**config.mk**
```make
export PLATFORM = sky130hd
export DESIGN_NAME = sisc_fetch_unit
export DESIGN_NICKNAME = d
export VERILOG_FILES = /design/src/rtl/sisc_pkg.sv /design/src/rtl/sisc_br_resolve.sv /design/src/rtl/sisc_fetch_unit.sv
export SDC_FILE = /design/constraint.sdc
export NUM_CORES = 1
export LEC_CHECK = 0
export CORE_MARGIN = 5
export CORE_UTILIZATION = 41
export DETAILED_ROUTE_END_ITERATION = 6
export PLACE_DENSITY = 0.77
export SYNTH_ARGS = -nofsm -noshare
export SYNTH_HDL_FRONTEND = slang
export SYNTH_SLANG_ARGS = --single-unit
```
**constraint.sdc**
```tcl
create_clock -name clk -period 2.3 [get_ports clk]
set_clock_uncertainty 0.2 [all_clocks]
set_input_delay 0.69 -clock clk [delete_from_list [all_inputs] [get_ports clk]]
set_output_delay 0.69 -clock clk [all_outputs]
set_load 0.01 [all_outputs]
```
**src/rtl/sisc_pkg.sv**
```systemverilog
// Shared SISC definitions: opcodes, IR field positions, fetch-state encoding.
// SISC_HALT_DETECT_EN adds the HALT fetch state.
package sisc_pkg;

  localparam logic [3:0] NOOP   = 4'd0;
  localparam logic [3:0] LOD    = 4'd1;
  localparam logic [3:0] STR    = 4'd2;
  localparam logic [3:0] BRA    = 4'd4;
  localparam logic [3:0] BRR    = 4'd5;
  localparam logic [3:0] BNE    = 4'd6;
  localparam logic [3:0] ALU_OP = 4'd8;
  localparam logic [3:0] HLT    = 4'd15;

  localparam int unsigned OPC_LO  = 28;
  localparam int unsigned MM_LO   = 24;
  localparam int unsigned RD_LO   = 20;
  localparam int unsigned RS_LO   = 16;
  localparam int unsigned RT_LO   = 12;
  localparam int unsigned IMM_LO  = 0;
  localparam int unsigned FIELD_W = 4;
  localparam int unsigned IMM_W   = 16;

  typedef enum logic [1:0] {
    FS_IDLE = 2'd0,
    FS_BUSY = 2'd1
`ifdef SISC_HALT_DETECT_EN
    , FS_HALT = 2'd2
`endif
  } fetch_state_t;

endpackage

```
**src/rtl/sisc_br_resolve.sv**
```systemverilog
// Combinational branch resolution: decides whether a BRA/BRR/BNE is taken
// and produces the redirected PC.
module sisc_br_resolve
  import sisc_pkg::*;
#(
  parameter int unsigned ADDR_W = 16
) (
  input  logic [3:0]        opcode,
  input  logic [3:0]        mm,
  input  logic [3:0]        stat,
  input  logic [ADDR_W-1:0] pc,
  input  logic [15:0]       imm,
  output logic [ADDR_W-1:0] next_pc,
  output logic              taken
);

  logic              w_cond;
  logic [ADDR_W-1:0] w_imm_zx;
  logic [ADDR_W-1:0] w_imm_sx;

  assign w_cond   = |(stat & mm);
  assign w_imm_zx = ADDR_W'(imm);
  assign w_imm_sx = ADDR_W'($signed(imm));

  always_comb begin
    next_pc = pc;
    taken   = 1'b0;
    case (opcode)
      BRA: if (w_cond) begin
        next_pc = w_imm_zx;
        taken   = 1'b1;
      end
      BRR: if (w_cond) begin
        next_pc = pc + w_imm_sx;
        taken   = 1'b1;
      end
      BNE: if (!w_cond) begin
        next_pc = w_imm_zx;
        taken   = 1'b1;
      end
      default: ;
    endcase
  end

endmodule

```
**src/rtl/sisc_fetch_unit.sv**
```systemverilog
// SISC instruction fetch: PC/IR ownership, memory handshake, branch PC update.
// SISC_HALT_DETECT_EN enables HLT detection and the HALT state.
module sisc_fetch_unit
  import sisc_pkg::*;
#(
  parameter int unsigned ADDR_W = 16,
  parameter int unsigned DATA_W = 32
) (
  input  logic              clk,
  input  logic              rst_f,
  input  logic              ir_load,
  input  logic              pc_write,
  input  logic [3:0]        stat,
  output logic              im_req,
  output logic [ADDR_W-1:0] im_addr,
  input  logic [DATA_W-1:0] im_rdata,
  input  logic              im_valid,
  output logic              fetch_done,
  output logic              br_taken,
  output logic              busy,
  output logic              halted,
  output logic [ADDR_W-1:0] pc,
  output logic [3:0]        opcode,
  output logic [3:0]        mm,
  output logic [3:0]        rd,
  output logic [3:0]        rs,
  output logic [3:0]        rt,
  output logic [15:0]       imm
);

  fetch_state_t      r_state;
  logic [ADDR_W-1:0] r_pc;
  logic [DATA_W-1:0] r_ir;
  logic              r_fetch_done;
  logic              r_br_taken;
  logic [ADDR_W-1:0] w_next_pc;
  logic              w_taken;

  assign opcode = r_ir[OPC_LO +: FIELD_W];
  assign mm     = r_ir[MM_LO  +: FIELD_W];
  assign rd     = r_ir[RD_LO  +: FIELD_W];
  assign rs     = r_ir[RS_LO  +: FIELD_W];
  assign rt     = r_ir[RT_LO  +: FIELD_W];
  assign imm    = r_ir[IMM_LO +: IMM_W];

  sisc_br_resolve #(.ADDR_W(ADDR_W)) u_br_resolve (
    .opcode  (opcode),
    .mm      (mm),
    .stat    (stat),
    .pc      (r_pc),
    .imm     (imm),
    .next_pc (w_next_pc),
    .taken   (w_taken)
  );

`ifdef SISC_HALT_DETECT_EN
  logic r_halted;
  assign halted = r_halted;
`else
  assign halted = 1'b0;
`endif

  always_ff @(posedge clk) begin
    if (rst_f) begin
      r_state      <= FS_IDLE;
      r_pc         <= '0;
      r_ir         <= '0;
      r_fetch_done <= 1'b0;
      r_br_taken   <= 1'b0;
`ifdef SISC_HALT_DETECT_EN
      r_halted     <= 1'b0;
`endif
    end else begin
      r_fetch_done <= 1'b0;
      r_br_taken   <= 1'b0;
      case (r_state)
        // Branch update lands at this edge, so a same-cycle fetch requests the new PC.
        FS_IDLE: begin
          if (pc_write && w_taken) begin
            r_pc       <= w_next_pc;
            r_br_taken <= 1'b1;
          end
          if (ir_load) r_state <= FS_BUSY;
        end
        FS_BUSY: begin
          if (im_valid) begin
            r_ir         <= im_rdata;
            r_pc         <= r_pc + ADDR_W'(1);
            r_fetch_done <= 1'b1;
`ifdef SISC_HALT_DETECT_EN
            if (im_rdata[OPC_LO +: FIELD_W] == HLT) begin
              r_state  <= FS_HALT;
              r_halted <= 1'b1;
            end else begin
              r_state  <= FS_IDLE;
            end
`else
            r_state <= FS_IDLE;
`endif
          end
        end
`ifdef SISC_HALT_DETECT_EN
        FS_HALT: ;
`endif
        default: r_state <= FS_IDLE;
      endcase
    end
  end

  assign im_req     = (r_state == FS_BUSY);
  assign busy       = im_req;
  assign im_addr    = im_req ? r_pc : '0;
  assign pc         = r_pc;
  assign fetch_done = r_fetch_done;
  assign br_taken   = r_br_taken;

endmodule

```
==> metrics.md, run 1 <==
| Metric | Value |
|---|---|
| Detailed Route Iter0 Violations | 275 |
| Smallest setup slack after layout | -0.185 ns |
| Post-route ant nets | 0 |
| Finished layout cell area | 0.00547 mm^2 |
| Max-Cap Viols | 0 |
| Leak Pwr | 0.00224 uW |
| Die ar. | 0.00977 mm^2 |
| Largest net degree at the start of global routing | 27 |
| Class of the worst hold path | reg2reg |
| CP Max Fanout | 3 |
| Clock root buffer | clkbuf_8 |
| Netlist Area Pre-Place | 0.00324 mm^2 |
| Reg clk slew, reported paths | 0.10 ns |
| First-pass DRT Iterations | 5 |
| Syn Area/Cell | 7.51 um^2 |
| Die Y | 98.9 um |
| Share of cells above drive strength 1 | 28.8% |
| Layout Cells excl Fill | 709 |
| DP Area | 0.00504 mm^2 |
| Post-synthesis register bit count | 51 |
| DP Worst Slack | -0.548 ns |
| Endpoints failing setup | 2 |
| Placed instance count | 689 |
| Total GRT Usage | 22.5% |
| Post-synth EDFFs | 0 |
| Async set-reset flop share out of synthesis | 0% |
| Initial antenna violation count | 0 |
| Synthesis-to-finish area growth | 69.1% |
| Commonest non-fill, non-tap cell in the layout | nand2_1 |
| Crit path kind | reg2reg |
| Vias in the first global route | 3843 |
| GRT overflow | 0 |
| Critical path endpoint category | flip-flop |
| Clock insertion delay at the later pin of the skew report | 0.31 ns |
| Crit path DAT | 2.50 ns |
| CTS Buf Count | 5 |
| Rows | 32 |
| H-tree depth | 2 |
| Failing checks | negative setup slack |
| YS warnings | 0 |
| Status | finished, violations left |
| CTS tree | built |
| Hpwl dp | 8600 um |
| Max Clk Rate | 0.402 GHz |
| Distinct cells, synth | 64 |
| Setup_tns | -0.243 ns |
| Final WL | 11700 um |
| Clk buf depth | 2 |
| Maximum vdd drop | 0.000380 V |
| Most frequent cells in the layout | nand2_1, clkdlybuf4s50_1, buf_4 |
| Initial core utilization | 41.9% |
| Num ports | 114 |
| Residual DRC | 0 |
| RSZ-0062 raised after global routing | yes |
| Main synth FF type | dfxtp_1 |
| # port buffers | 112 |
| Global-route wire length before repair | 18200 um |
| Placer Congestion | 0.886 |
| Vias per inst | 5.48 |
| Seq/Total Area, Yosys | 31.5% |
| Hold Vio Cnt, Final | 0 |
| Vias | 3886 |
| Period utilisation layout | 108% |
| Core ar. | 0.00773 mm^2 |
| Tmin final | 2.49 ns |
| Final Max Slew Viols | 0 |
| Syn Nets | 489 |
| Die Wd | 98.9 um |
| Wirelength per Cell | 16.5 um |
| Mapped Cells | 431 |
| Pwr Density | 356 mW/mm^2 |
| Required time worst endpoint | 2.31 ns |
| Final #Nets | 664 |
| ANT cells | 0 |
| Clock Sinks | 51 |
| Critical Path Source Type | flip-flop |
cells by family (layout without fill, tap and decap cells):
group	count (synthesis)	in the layout	synth area share, %
flops	51	51	31.5
other cells	1	1	0.116
buf+inv	37	213	5.45
compound gates	123	123	23.9
fa+ha+maj	17	17	6.80
mux	5	5	1.62
simple gates	185	185	27.4
xor+xnor	12	12	3.25
path summary, 6_finish.rpt:
path,start,to,slack (ns),depth (start not counted)
worst min register to register,r_ir[16]$_SDFFE_PP0P_,r_ir[16]$_SDFFE_PP0P_,0.26,2
worst min-delay path,r_ir[16]$_SDFFE_PP0P_,r_ir[16]$_SDFFE_PP0P_,0.26,2
worst max register to register,r_ir[8]$_SDFFE_PP0P_,pc[15]$_SDFFE_PP0P_,-0.19,8
worst max-delay path,r_ir[8]$_SDFFE_PP0P_,pc[15]$_SDFFE_PP0P_,-0.19,8
final cells by class:
| type | count | area (um^2) |
|---|---|---|
| multi-input cells | 343 | 2370 |
| fillers | 582 | 2250 |
| repair buffers | 198 | 1800 |
| flip-flops and latches | 51 | 1060 |
| well taps | 102 | 128 |
| clock buffers | 5 | 68.8 |
| inverters | 7 | 26.3 |
| clock inverters | 3 | 18.8 |
state kept, by name, summed over array words and instances (netlist names):
| signal | count |
|---|---|
| r_ir | 32 |
| br_taken | 1 |
| r_state | 1 |
| pc | 16 |
| fetch_done | 1 |
synth_stat cells, types with 5 or more instances:
cell | n | area [um^2]
nand2_1 | 90 | 338
a21oi_1 | 60 | 300
dfxtp_1 | 51 | 1020
nor2_1 | 23 | 86.3
o21ai_0 | 19 | 95.1
and2_1 | 18 | 113
ha_1 | 16 | 200
nand3_1 | 15 | 75.1
clkbuf_1 | 12 | 45.0
nor3_1 | 9 | 45.0
inv_1 | 7 | 26.3
xnor2_1 | 7 | 61.3
buf_2 | 6 | 30.0
buf_4 | 6 | 45.0
buf_1 | 5 | 18.8
nand4_1 | 5 | 31.3
xor2_1 | 5 | 43.8
critical path, cell delays in order, from the launching register on:
cell	delay [ns]
dfxtp_2	0.35
ha_4	0.26
a21oi_4	0.16
o22ai_2	0.12
or4_4	0.50
o21ai_4	0.19
mux2i_2	0.29
nor4_2	0.06
a311o_1	0.27
layer usage:
metal / wire length (um) / vias to the layer above / GRT usage (%)
met1: 4760 / 1812 / 26.7
met5: 0 / - / 0
li1: - / 1869 / -
met2: 5780 / 181 / 40.5
met4: 274 / 0 / 6.20
met3: 855 / 24 / 4.88
repair_timing:
action                                  in CTS  in global routing
gates cloned                                 1                  1
buffers inserted                             4                  7
hold buffers                                 0                  0
endpoints found under the setup margin      33                 23
pin swaps                                   16                 28
gates resized for setup                     48                 57
power by group:
part	switching [uW]	internal, uW
Sequential	28.9	911
Combinational	218	259
Clock	320	214
through the flow:
stage,total power (uW),hold WS [ns],utilization [%]
6_report,1950,0.263,70.8
5_1_grt,2030,0.295,70.8
3_3_place_gp,1380,0.241,65.2
2_1_floorplan,1150,0.281,-
4_1_cts,1930,0.263,68.0
3_5_place_dp,1390,0.248,65.2
Power figures use the tool's default switching activity.
==> inputs of run 2 (changes only) <==
--- a/config.mk
+++ b/config.mk
@@ -5,7 +5,7 @@
 export SDC_FILE = /design/constraint.sdc
 export NUM_CORES = 1
 export LEC_CHECK = 0
-export CORE_MARGIN = 5
+export CORE_MARGIN = 2
 export CORE_UTILIZATION = 41
 export DETAILED_ROUTE_END_ITERATION = 6
 export PLACE_DENSITY = 0.77
==> run 2 against run 1 <==
The flow still finishes with violations (negative setup slack). First-iteration DRC count shrank 8.7%. Total power grew 3.7%. Worst setup slack gained 0.028 ns. Sequential cell count is the same. Maximum frequency grew 1.1%. Critical endpoint unchanged. Clock power grew 16%. Worst hold slack lost 0.0041 ns. Wire length shrank 2.9%. Combinational power shrank 2%. Sequential share of layout area is essentially flat. Core utilization is essentially flat. Sequential power is essentially flat. Largest cell class unchanged.
==> metrics.md, run 2 (synthesis gave the netlist of run 1 again) <==
| Metric | Value |
|---|---|
| Status | finished, violations left |
| Failing checks | negative setup slack |
| M2 GR Usage | 44.4% |
| CTS Buf Count | 5 |
| Reg clk slew, reported paths | 0.10 ns |
| Clock network power share | 30.5% |
| Die Wd | 92.9 um |
| Setup_tns | -0.220 ns |
| Int Pwr | 1470 uW |
| FF-to-FF End | pc[15]$_SDFFE_PP0P_ |
| Met3 usage | 5.21% |
| Share of cells above drive strength 1 | 27.3% |
| Smallest setup slack after layout | -0.157 ns |
| RSZ-0062 raised after global routing | yes |
| Crit path kind | reg2reg |
| Hold EP | r_ir[16]$_SDFFE_PP0P_ |
| Placed instance count | 693 |
| Worst Hold Launch | r_ir[16]$_SDFFE_PP0P_ |
| CP Max Fanout | 3 |
| Max-Cap Viols | 0 |
| Tmin final | 2.46 ns |
| GR peak layer | met2 |
| Initial core utilization | 42.1% |
| Num ports | 114 |
| Hold slack | 0.259 ns |
| Initial antenna violation count | 0 |
| Seq pwr share | 46.4% |
| Layout Cells excl Fill | 711 |
| Final WL | 11300 um |
| Most frequent cells in the layout | nand2_1, clkdlybuf4s50_1, buf_4 |
| Max Clk Rate | 0.407 GHz |
| Die ar. | 0.00862 mm^2 |
| Finished layout cell area | 0.00545 mm^2 |
| Final #Nets | 666 |
| Critical path endpoint category | flip-flop |
| Final Max Slew Viols | 0 |
| GRT overflow | 0 |
| Detailed Route Iter0 Violations | 251 |
| Clk buf depth | 2 |
| CTS tree | built |
| Period utilisation layout | 107% |
| Core ar. | 0.00769 mm^2 |
| Sw Share | 27.2% |
| Max FFs per register | 32 |
| Total GRT Usage | 25.5% |
| H-tree depth | 2 |
| Most flop-heavy register | r_ir |
| Die Y | 92.9 um |
| Reg2reg start | pc[1]$_SDFFE_PP0P_ |
| Pwr Density | 371 mW/mm^2 |
| Critical Path Source Type | flip-flop |
| Comb pwr share | 23.1% |
| Net switching power | 550 uW |
| Synthesis-to-finish area growth | 68.2% |
| R2R depth | 8 |
| Vias in the first global route | 3837 |
| ANT cells | 0 |
| Vias per inst | 5.46 |
| Vias | 3883 |
| Largest net degree at the start of global routing | 22 |
| Clock Sinks | 51 |
| WHS Path Cells | 2 |
| Leak Pwr | 0.00220 uW |
| Clock root buffer | clkbuf_8 |
| Placer Congestion | 0.884 |
| Hpwl dp | 8190 um |
| Clock insertion delay at the later pin of the skew report | 0.31 ns |
| Global-route wire length before repair | 18000 um |
| Required time worst endpoint | 2.30 ns |
| Crit path DAT | 2.46 ns |
| Residual DRC | 0 |
| Wirelength per Cell | 15.9 um |
| Maximum vdd drop | 0.000297 V |
| GR Util met1 | 32.3% |
| First-pass DRT Iterations | 6 |
| Total power | 2020 uW |
| Endpoints failing setup | 6 |
| Rows | 32 |
| # port buffers | 112 |
| Class of the worst hold path | reg2reg |
| Reg2Reg Setup Slack | -0.16 ns |
| Post-route ant nets | 0 |
| Hold Vio Cnt, Final | 0 |
| DP Area | 0.00507 mm^2 |
[run 2: cell count changes in the layout (fill, tap and decap cells not counted), sizes merged]
cell           before  now
buf                86   88
inv                 8    7
clkinvlp            1    0
dlygate4sd2        14   22
dlymetal6s2s        6    1
clkdlybuf4s15       3    0
clkdlybuf4s50      85   88
clkbuf              8    7
[run 2: metal layers]
| metal | share of wire, % | up-vias |
|---|---|---|
| met2 | 48 | 170 |
| li1 | - | 1869 |
| met4 | 2.5 | 0 |
| met3 | 7.7 | 31 |
| met5 | 0 | - |
| met1 | 42 | 1813 |
[run 2: worst max-delay path by stage]
| stage | start | endpoint | cells after the start |
|---|---|---|---|
| after CTS | pc[8]$_SDFFE_PP0P_ | pc[15]$_SDFFE_PP0P_ | 8 |
| after detailed placement | stat[0] | pc[15]$_SDFFE_PP0P_ | 8 |
| final | pc[1]$_SDFFE_PP0P_ | pc[15]$_SDFFE_PP0P_ | 8 |
| after global placement | stat[0] | pc[15]$_SDFFE_PP0P_ | 8 |
| after floorplan | r_ir[7]$_SDFFE_PP0P_ | pc[15]$_SDFFE_PP0P_ | 9 |
| after global routing | pc[1]$_SDFFE_PP0P_ | pc[15]$_SDFFE_PP0P_ | 8 |
[run 2: stage by stage]
stage,utilization [%],worst slack [ns]
after CTS,69.2,-0.141
final,70.8,-0.157
after detailed placement,65.9,-0.559
after floorplan,-,-0.0743
after global placement,65.9,-0.477
after global routing,70.8,-0.232
[run 2: area by class of cell]
cell class / instances / area [um^2]
Clock buffer: 7 / 108
Clock inverter: 1 / 5.00
Fill cell: 627 / 2240
Inverter: 7 / 26.3
Multi-Input combinational cell: 343 / 2330
Sequential cell: 51 / 1060
Tap cell: 102 / 128
Timing Repair Buffer: 200 / 1790
[run 2: critical path, cell delays in order (launching register included)]
cell and delay (ns):
dfxtp_2 0.36, ha_4 0.25, a21o_1 0.18, nand4_4 0.17
a2111oi_4 0.49, o21ai_4 0.11, mux2i_1 0.14, buf_4 0.14
a311o_1 0.30
[run 2: what timing repair did]
item / 4_1_cts / 5_1_grt
setup endpoints to repair: 35 / 16
cloned: 2 / 0
pin swaps: 16 / 9
setup buffers: 3 / 5
hold buffers: 0 / 0
endpoints found under the hold margin: 0 / 0
gates resized for setup: 44 / 25
[run 2: power groups by stage]
stage                     logic [uW]  registers (uW)  clock network [uW]
after floorplan                  174             978                   0
after global placement           429             956                   0
after detailed placement         437             957                   0
after CTS                        453             937                 620
after global routing             504             942                 657
final                            467             938                 617
==> inputs of run 3 (changes only) <==
--- a/config.mk
+++ b/config.mk
@@ -7,6 +7,7 @@
 export LEC_CHECK = 0
 export CORE_MARGIN = 2
 export CORE_UTILIZATION = 41
+export CTS_CLUSTER_DIAMETER = 50
 export DETAILED_ROUTE_END_ITERATION = 6
 export PLACE_DENSITY = 0.77
 export SYNTH_ARGS = -nofsm -noshare
==> results of run 3 <==
No change in the layout: final DEF, timing and power equal those of run 2.
